`src/rtl/alu_issue_stage.sv`:
```
// alu_issue_stage: three-state issue stage (IDLE/EXECUTE/WRITEBACK) in front of a combinational ALU
// Ports:
//   clk, rstN                         clock, asynchronous active-low reset
//   instrValid, instrData, instrReady instruction offer and acceptance
//   aluFunction, vectorA, vectorB, inputCarry       drive to the ALU (EXECUTE only)
//   aluResult, outputCarry, overflow, zero          combinational ALU return
//   wbValid, wbAddr, wbData           writeback strobe, destination, value
//   flagCarry, flagZero, flagOverflow registered status flags
//   illegalOp                         one-cycle unsupported-opcode pulse
//   rdAddr, rdData                    combinational register-file read port
module alu_issue_stage #(
    parameter int BITS  = 8,
    parameter int ALUOP = 4
) (
    input  logic             clk,
    input  logic             rstN,
    input  logic             instrValid,
    input  logic [15:0]      instrData,
    output logic             instrReady,
    output logic [ALUOP-1:0] aluFunction,
    output logic [BITS-1:0]  vectorA,
    output logic [BITS-1:0]  vectorB,
    output logic             inputCarry,
    input  logic [BITS-1:0]  aluResult,
    input  logic             outputCarry,
    input  logic             overflow,
    input  logic             zero,
    output logic             wbValid,
    output logic [2:0]       wbAddr,
    output logic [BITS-1:0]  wbData,
    output logic             flagCarry,
    output logic             flagZero,
    output logic             flagOverflow,
    output logic             illegalOp,
    input  logic [2:0]       rdAddr,
    output logic [BITS-1:0]  rdData
);
    typedef enum logic [1:0] {IDLE, EXECUTE, WRITEBACK} state_t;
    state_t state, state_next;
    logic [15:0] instr;
    logic [BITS-1:0] regs [8];
    logic [BITS-1:0] result;
    logic alu_c, alu_z, alu_v;
    logic [3:0] op;
    logic [2:0] rd, ra, rb;
    logic illegal, writes_cv, writes_z;
    assign op = instr[15:12];
    assign rd = instr[11:9];
    assign ra = instr[8:6];
    assign rb = instr[5:3];
    assign illegal = op == 4'd0 || op >= 4'd12;
    assign writes_cv = op == 4'd1 || op == 4'd2;
    assign writes_z = !illegal && op != 4'd6 && op != 4'd7;
    assign wbAddr = rd;
    assign wbData = result;
    assign rdData = regs[rdAddr];
    always_comb begin
        state_next = IDLE;
        instrReady = 1'b0;
        aluFunction = '0;
        vectorA = '0;
        vectorB = '0;
        inputCarry = 1'b0;
        wbValid = 1'b0;
        illegalOp = 1'b0;
        case (state)
            IDLE: begin
                instrReady = 1'b1;
                state_next = instrValid ? EXECUTE : IDLE;
            end
            EXECUTE: begin
                state_next = WRITEBACK;
                aluFunction = ALUOP'(op);
                vectorA = regs[ra];
                vectorB = regs[rb];
                inputCarry = op == 4'd2 && flagCarry;
            end
            WRITEBACK: begin
                wbValid = !illegal;
                illegalOp = illegal;
            end
            default: ;
        endcase
    end
    // ALU flags are held from EXECUTE and only committed with the register write
    always_ff @(posedge clk or negedge rstN) begin
        if (!rstN) begin
            state <= IDLE;
            instr <= '0;
            result <= '0;
            alu_c <= 1'b0;
            alu_z <= 1'b0;
            alu_v <= 1'b0;
            flagCarry <= 1'b0;
            flagZero <= 1'b0;
            flagOverflow <= 1'b0;
            for (int i = 0; i < 8; i++) regs[i] <= '0;
        end else begin
            state <= state_next;
            if (instrReady && instrValid) instr <= instrData;
            if (state == EXECUTE) begin
                result <= op == 4'd6 ? BITS'(instr[7:0]) : op == 4'd7 ? regs[ra] : aluResult;
                alu_c <= outputCarry;
                alu_z <= zero;
                alu_v <= overflow;
            end
            if (state == WRITEBACK && !illegal) begin
                regs[rd] <= result;
                if (writes_cv) begin
                    flagCarry <= alu_c;
                    flagOverflow <= alu_v;
                end
                if (writes_z) flagZero <= alu_z;
            end
        end
    end
endmodule
```
`config.mk`:
```
export PLATFORM = sky130hd
export DESIGN_NAME = alu_issue_stage
export DESIGN_NICKNAME = d
export VERILOG_FILES = /design/src/rtl/alu_issue_stage.sv
export SDC_FILE = /design/constraint.sdc
export NUM_CORES = 1
export LEC_CHECK = 0
export CAP_MARGIN = 20
export CORE_UTILIZATION = 39
export DETAILED_ROUTE_END_ITERATION = 8
export PLACE_DENSITY_LB_ADDON = 0.2
export SLEW_MARGIN = 40
export SYNTH_ARGS = -nofsm -noshare
export SYNTH_HDL_FRONTEND = slang
export SYNTH_SLANG_ARGS = --single-unit
```
`constraint.sdc`:
```
create_clock -name clk -period 5.1 [get_ports clk]
set_input_delay 1.02 -clock clk [delete_from_list [all_inputs] [get_ports clk]]
set_output_delay 1.02 -clock clk [all_outputs]
set_load 0.01 [all_outputs]
```
==> summary.txt, run 1 <==
Status
  • Result of the run: completed

Worst setup path
  • Maximum cell stage delay along the critical path: 560 ps
  • Arrival time at the worst endpoint: 3160 ps
  • Most repeated library cell on the critical path: sky130_fd_sc_hd__clkdlybuf4s50_1
  • Cell with the largest stage delay on the worst path: sky130_fd_sc_hd__mux4_2
  • Setup slack of the most critical reg-to-reg path: 2580 ps
  • Peak fanout along the critical path: 16
  • Kind of launch point of the worst setup path: input pin
  • Critical R2R Capture: regs[4]$_DFFE_PN0P_
  • Category of the most critical setup path: in2out
  • Worst r2r path cells: 5
  • Startpoint of the lowest-slack register-to-register path: instr[12]$_DFFE_PN0P_
  • Worst Path Required: 4080 ps
  • Crit. End Element: output pin
  • Cell chain of the critical path: clkdlybuf4s50_1 -> buf_4 -> mux4_2 -> mux2_2 -> clkdlybuf4s50_1

Detailed routing
  • Vias after detailed routing: between 3000 and 4000
  • Pre-antenna DRT Iters: 4
  • Antenna-violating nets left: 0
  • Routed length per placed instance: between 20 and 25 um
  • Post-detailed-routing wire length: 13710 um
  • DRC violation total after the first TritonRoute iteration: 296
  • # DRC: 0
  • Drt via density: 5.656

Global route
  • Vias in the first global route: 3586
  • Number of antenna violations at the first check in global routing: 0
  • Global-route wire length before repair: approximately 21000 um
  • Maximum number of pins on one net before global-route repair: 70
  • Total global-route track usage: 20.46%
  • Congestion Overflow GR: 0

Yosys
  • Syn Area/Cell: 14.48 um^2
  • Register area share after synthesis: 44.71%
  • Total nets after synthesis: 404
  • Area of the mapped netlist: 5373 um^2
  • Number of library cell types mapped by synthesis: 28
  • Synthesis Warnings: 0
  • Synthesized flop and latch total: 96
  • Post-Syn Instances: 371

Floorplan
  • Area of the placeable core: 13350 um^2
  • Standard-cell rows: 42
  • Die boundary width: 119.4 um
  • Area of the die: about 14000 um^2
  • Chip Height: 119.4 um
  • Number of top-level pins: 79
  • Starting density of the core: 40.25%

Timing
  • Slew at the pin closest to its max-slew limit: 807.0 ps
  • Final critical-path share of the clock period: 81.93%
  • Hold violation count in the final report: 0
  • Slew Limit Headroom: 46.20%
  • Final setup fails: 0
  • Max Clock Freq: 239.3 MHz
  • Pins over their slew limit: 0
  • Clock period minus final worst setup slack: 4179 ps
  • Unrepaired setup endpoints after global routing: false
  • Worst-case clock skew: between 5 and 6 ps
  • Post-route setup slack: 921.4 ps
  • Setup TNS Final: 0 ps

Cells and area
  • Most common library cell in the layout ignoring fill and taps: sky130_fd_sc_hd__dfrtp_1
  • Antenna diode instance count: 0
  • Synthesis-to-layout area growth: 22.36%
  • Number of fill cells in the layout: 1229
  • Final layout net count: 469
  • Leading cell types in the layout, fill and taps excluded: 93 x sky130_fd_sc_hd__dfrtp_1, 89 x sky130_fd_sc_hd__mux2_2, 77 x sky130_fd_sc_hd__clkdlybuf4s50_1
  • Layout cell share with drive strength beyond 1: around 39%
  • Final core utilization: 49.25%

Pwr
  • Max rail drop VDD: 0.2658 mV
  • Pwr Density: 504.7 nW/um^2
  • Leakage power: 2.791 nW

Placed design
  • Port-buffer cells: 78
  • HPWL after DPL: a little under 9000 um
  • Global placer's final weighted congestion: 0.7337
  • Setup slack at placement: around 920 ps

Clocking
  • Number of CTS-inserted buffers: 9
  • CTS tree: done
  • H-tree level count: 3
  • Maximum buffer depth of the clock tree: 2
  • Register clock-pin slew on the reported worst setup and hold paths: 60 ps
  • Clock tree root buffer cell: sky130_fd_sc_hd__clkbuf_16
  • PostCTS Resize Cnt: 0
  • Skew-Pair Late Insertion Delay: 340 ps
  • Total clock sinks: 96
  • Number of buffers added to fix hold violations after cts: 0
  • Post CTS Setup Buffer Count: 0

Job
  • Count of maximum capacitance violations: 0

Min path
  • Hold path depth: 2
  • Worst Hold Path EP: alu_z$_DFFE_PN0N_
  • Startpoint of the lowest-slack hold path: alu_z$_DFFE_PN0N_
  • Min-delay worst type: reg2reg
==> report_power, final <==
part	switching, mW	total [mW]	internal, mW	leakage (nW)
clock	0.291	0.649	0.358	0.135
sequential	0.421	1.47	1.05	1.23
combinational	0.386	1.20	0.813	1.42
==> cell usage after synthesis <==
| cell type | count | area share (%) |
|---|---|---|
| sky130_fd_sc_hd__dfrtp_1 | 96 | 45 |
| sky130_fd_sc_hd__and3_1 | 1 | 0.12 |
| sky130_fd_sc_hd__and2_1 | 5 | 0.58 |
| sky130_fd_sc_hd__nand4b_4 | 3 | 1.3 |
| sky130_fd_sc_hd__inv_1 | 2 | 0.14 |
| sky130_fd_sc_hd__nor3b_1 | 10 | 1.4 |
| sky130_fd_sc_hd__mux4_2 | 48 | 20 |
| sky130_fd_sc_hd__nand3b_2 | 1 | 0.21 |
| sky130_fd_sc_hd__and4_1 | 1 | 0.16 |
| sky130_fd_sc_hd__nor2_1 | 20 | 1.4 |
| sky130_fd_sc_hd__nand2_1 | 19 | 1.3 |
| sky130_fd_sc_hd__a211oi_2 | 1 | 0.23 |
| sky130_fd_sc_hd__o221ai_1 | 8 | 1.3 |
| sky130_fd_sc_hd__mux2_2 | 89 | 19 |
| sky130_fd_sc_hd__and4b_1 | 1 | 0.19 |
| sky130_fd_sc_hd__buf_1 | 7 | 0.49 |
| sky130_fd_sc_hd__nand3_2 | 1 | 0.19 |
| sky130_fd_sc_hd__a21oi_1 | 9 | 0.84 |
| sky130_fd_sc_hd__nor4_2 | 1 | 0.23 |
| sky130_fd_sc_hd__nand2b_1 | 2 | 0.23 |
| sky130_fd_sc_hd__buf_4 | 5 | 0.70 |
| sky130_fd_sc_hd__buf_2 | 8 | 0.75 |
| sky130_fd_sc_hd__mux2_1 | 2 | 0.42 |
| sky130_fd_sc_hd__mux2i_1 | 16 | 3.0 |
| sky130_fd_sc_hd__nand3b_1 | 1 | 0.14 |
| sky130_fd_sc_hd__xor2_1 | 1 | 0.16 |
| sky130_fd_sc_hd__nand2_2 | 2 | 0.23 |
| sky130_fd_sc_hd__clkbuf_1 | 11 | 0.77 |
==> worst max-delay path, delay by kind of cell <==
kind                   cells  cell delay [ps]
buffers and inverters      3             1280
multiplexers               2              850
==> registers in the layout, indices dropped and copies added (netlist names), 2 cells and up <==
signal,cells
instr,16
state,2
wbData,8
regs,64
==> how the worst max path moves through the flow <==
stage	cells past startpoint	slack [ps]	startpoint	endpoint
6_report	5	920	rdAddr[0]	rdData[0]
5_1_grt	5	840	rdAddr[0]	rdData[0]
4_1_cts	5	890	rdAddr[0]	rdData[0]
3_5_place_dp	5	920	rdAddr[0]	rdData[0]
3_3_place_gp	5	930	rdAddr[0]	rdData[3]
2_1_floorplan	4	1730	rdAddr[0]	rdData[0]
==> layout make-up <==
type | instances | area, um^2 | area share (%)
clock inverter | 4 | 28.78 | 0.4378
timing repair buffer | 85 | 834.6 | 12.70
clock buffer | 12 | 256.5 | 3.902
multi-input combinational | 242 | 2820 | 42.90
tap | 176 | 220.2 | 3.350
inverter | 2 | 7.507 | 0.1142
sequential | 96 | 2406 | 36.60
==> stage by stage <==
| stage | power (mW) | hold WS, ps | instances | instance area, um^2 |
|---|---|---|---|---|
| detailed placement | 2.686 | 463.4 | 601 | 6285 |
| global route | 3.510 | 514.2 | 617 | 6574 |
| global placement | 2.645 | 455.1 | 600 | 6271 |
| floorplan | 2.207 | 440.1 | 371 | 5373 |
| finish | 3.318 | 472.1 | 617 | 6574 |
| CTS | 3.346 | 477.7 | 617 | 6570 |
==> layer usage <==
| metal | global-route usage (%) | vias to the layer above | part of all wire (%) |
|---|---|---|---|
| met1 | 29.33 | 1819 | 44 |
| met3 | 3.592 | 12 | 5.5 |
| li1 | - | 1541 | - |
| met2 | 32.27 | 118 | 49 |
| met4 | 5.234 | 0 | 1.1 |
| met5 | 0 | - | 0 |
==> cell families (layout without fill, tap and decap cells) <==
logic type	count (synthesis)	count (layout)	synth area share, %
AO/OA/AOI/OAI	18	18	2.375
flip-flops	96	96	44.71
XOR/XNOR	1	1	0.1630
buffers and inverters	33	103	2.841
AND/OR/NAND/NOR	68	68	7.732
multiplexers	155	155	42.18
No activity file was read; power rests on OpenSTA's default activity.
==> inputs of run 2 (changes only) <==
==> constraint.sdc (replaced) <==
create_clock -name clk -period 3.6 [get_ports clk]
set_input_delay 0.72 -clock clk [delete_from_list [all_inputs] [get_ports clk]]
set_output_delay 0.72 -clock clk [all_outputs]
set_load 0.01 [all_outputs]
==> summary.txt, run 2 (synthesized netlist as in run 1, its figures left out) <==
Floorplan
  • Chip Height: 119.4 um (unchanged)
  • Die boundary width: 119.4 um (unchanged)
  • Area of the die: 14250 um^2 (unchanged)
  • Number of top-level pins: 79 (unchanged)
  • Starting density of the core: 40.25% (unchanged)
  • Area of the placeable core: 13350 um^2 (unchanged)
  • Standard-cell rows: 42 (unchanged)

Cells and area
  • Number of fill cells in the layout: 1186 (-3.5%)
  • Max reg flops: 64 (unchanged)
  • Combined area of the multi-input logic cells: 2818 um^2 (about the same)
  • Sequential cell area: 2402 um^2 (-0.16%)
  • Top reg by flops: regs
  • Final layout net count: 476 (+1.5%)
  • Antenna diode instance count: 0 (unchanged)
  • Synthesis-to-layout area growth: 24.57%
  • Most common library cell in the layout ignoring fill and taps: sky130_fd_sc_hd__dfrtp_1
  • Layout cell share with drive strength beyond 1: 39.29% (+0.057 points)
  • Leading cell types in the layout, fill and taps excluded: 96 x sky130_fd_sc_hd__dfrtp_1, 89 x sky130_fd_sc_hd__mux2_2, 77 x sky130_fd_sc_hd__clkdlybuf4s50_1

Clocking
  • PostCTS Resize Cnt: 0 (unchanged)
  • Post CTS Setup Buffer Count: 0 (unchanged)
  • H-tree level count: 3 (unchanged)
  • Total clock sinks: 96 (unchanged)
  • Maximum buffer depth of the clock tree: 2 (unchanged)
  • Skew-Pair Late Insertion Delay: 340 ps (about the same)
  • Clock tree root buffer cell: sky130_fd_sc_hd__clkbuf_16
  • Number of buffers added to fix hold violations after cts: 0 (unchanged)
  • Register clock-pin slew on the reported worst setup and hold paths: 60 ps (about the same)
  • Number of CTS-inserted buffers: 9 (unchanged)
  • CTS tree: done

Global route
  • Global-route wire length before repair: 21660 um (+1.3%)
  • Maximum number of pins on one net before global-route repair: 48 (-31%)
  • Number of antenna violations at the first check in global routing: 0 (unchanged)
  • Congestion Overflow GR: 0 (unchanged)
  • Vias in the first global route: 3675 (+2.5%)
  • Total global-route track usage: 20.76% (+0.30 points)

Timing
  • Setup TNS Final: 0 ps (unchanged)
  • Hold violation count in the final report: 0 (unchanged)
  • Final critical-path share of the clock period: ~96%
  • Worst-case clock skew: 5.495 ps (+0.01019 ps)
  • Unrepaired setup endpoints after global routing: false
  • Slew at the pin closest to its max-slew limit: 684.5 ps (-122.5 ps)
  • Slew Limit Headroom: 54.37% (+8.2 points)
  • Final setup fails: 0 (unchanged)
  • Max Clock Freq: 290.6 MHz
  • Smallest hold slack: 409.6 ps (-62.55 ps)
  • Clock period minus final worst setup slack: 3442 ps
  • Pins over their slew limit: 0 (unchanged)

Detailed routing
  • DRC violation total after the first TritonRoute iteration: 198 (-33%)
  • Post-detailed-routing wire length: 13660 um (-0.33%)
  • Antenna-violating nets left: 0 (unchanged)
  • # DRC: 0 (unchanged)
  • Routed length per placed instance: 21.89 um (-1.4%)
  • Pre-antenna DRT Iters: 4 (unchanged)
  • Vias after detailed routing: 3499 (+0.26%)
  • Drt via density: 5.607 (-0.87%)

Worst setup path
  • Arrival time at the worst endpoint: 2720 ps (-440 ps)
  • Cell with the largest stage delay on the worst path: sky130_fd_sc_hd__clkdlybuf4s50_1
  • Startpoint of the lowest-slack register-to-register path: instr[12]$_DFFE_PN0P_
  • Worst r2r path cells: 5 (unchanged)
  • Setup slack of the most critical reg-to-reg path: 1060 ps (-1520 ps)
  • Critical R2R Capture: regs[7]$_DFFE_PN0P_
  • Crit. End Element: output pin
  • Cell chain of the critical path: clkdlybuf4s50_1 -> buf_12 -> mux4_2 -> mux2_2 -> clkdlybuf4s50_1
  • Peak fanout along the critical path: 16 (unchanged)
  • Maximum cell stage delay along the critical path: 510 ps (-50 ps)
  • Most repeated library cell on the critical path: sky130_fd_sc_hd__clkdlybuf4s50_1
  • Category of the most critical setup path: in2out
  • Worst Path Required: 2880 ps (-1200 ps)
  • Kind of launch point of the worst setup path: input pin

Status
  • Result of the run: completed

Min path
  • Min-delay worst type: in2async

Placed design
  • Global placer's final weighted congestion: 0.7378 (+0.56%)
  • HPWL after DPL: 8896 um (+2.0%)
  • Port-buffer cells: 78 (unchanged)

Pwr
  • Max rail drop VDD: 0.3867 mV (+45%)
  • Pwr Density: 724.4 nW/um^2 (+44%)
  • Leakage power: 2.860 nW (+2.5%)

Job
  • Count of maximum capacitance violations: 0 (unchanged)
## run 2: cell count changes in the layout (fill, tap and decap cells not counted), sizes merged
cell      change
buf           +7
bufinv        +2
clkinv        -1
clkinvlp      -1
## run 2: metrics by stage
step                      utilization [%]  cells  setup WS (ps)  total power, mW  instance area, um^2
after global routing                50.14    624          86.11            5.142                 6693
after global placement              47.51    606          151.8            3.776                 6341
final                               50.14    624          158.5            4.848                 6693
after CTS                           50.06    623          147.4            4.897                 6681
after detailed placement            47.56    607          153.0            3.825                 6349
after floorplan                         -    371          825.3            3.127                 5373
## run 2: final cells by class
class,instances,share of cell area (%)
Multi-Input combinational cell,242,42.10
Sequential cell,96,35.89
Timing Repair Buffer,92,13.63
Clock buffer,12,3.832
Tap cell,176,3.290
Clock inverter,4,1.140
Inverter,2,0.1122
## run 2: power by group
group          internal [mW]  total, mW  switching (mW)  leakage, nW
combinational           1.18       1.79           0.613         1.47
sequential              1.49       2.01           0.527         1.23
clock                  0.648       1.05           0.399        0.159
## run 2: worst max-delay path: cells and delay by family
kind                   cells  cell delay (ps)
buffers and inverters      3             1210
muxes                      2              780
## run 2: metal layers
metal	wire length, um	share of wire, %	GRT usage [%]
met5	0	0	0
met4	135	0.99	4.922
met3	718	5.3	3.640
met2	6731	49	34.41
met1	6076	44	28.44
## run 2: worst max path at each step
stage	depth (start not counted)	end	startpoint	slack, ps
after floorplan	4	rdData[0]	rdAddr[0]	830
after global placement	5	rdData[3]	rdAddr[0]	150
after detailed placement	5	rdData[7]	rdAddr[0]	150
after CTS	5	rdData[7]	rdAddr[0]	150
after global routing	5	rdData[3]	rdAddr[0]	90
final	5	rdData[3]	rdAddr[0]	160
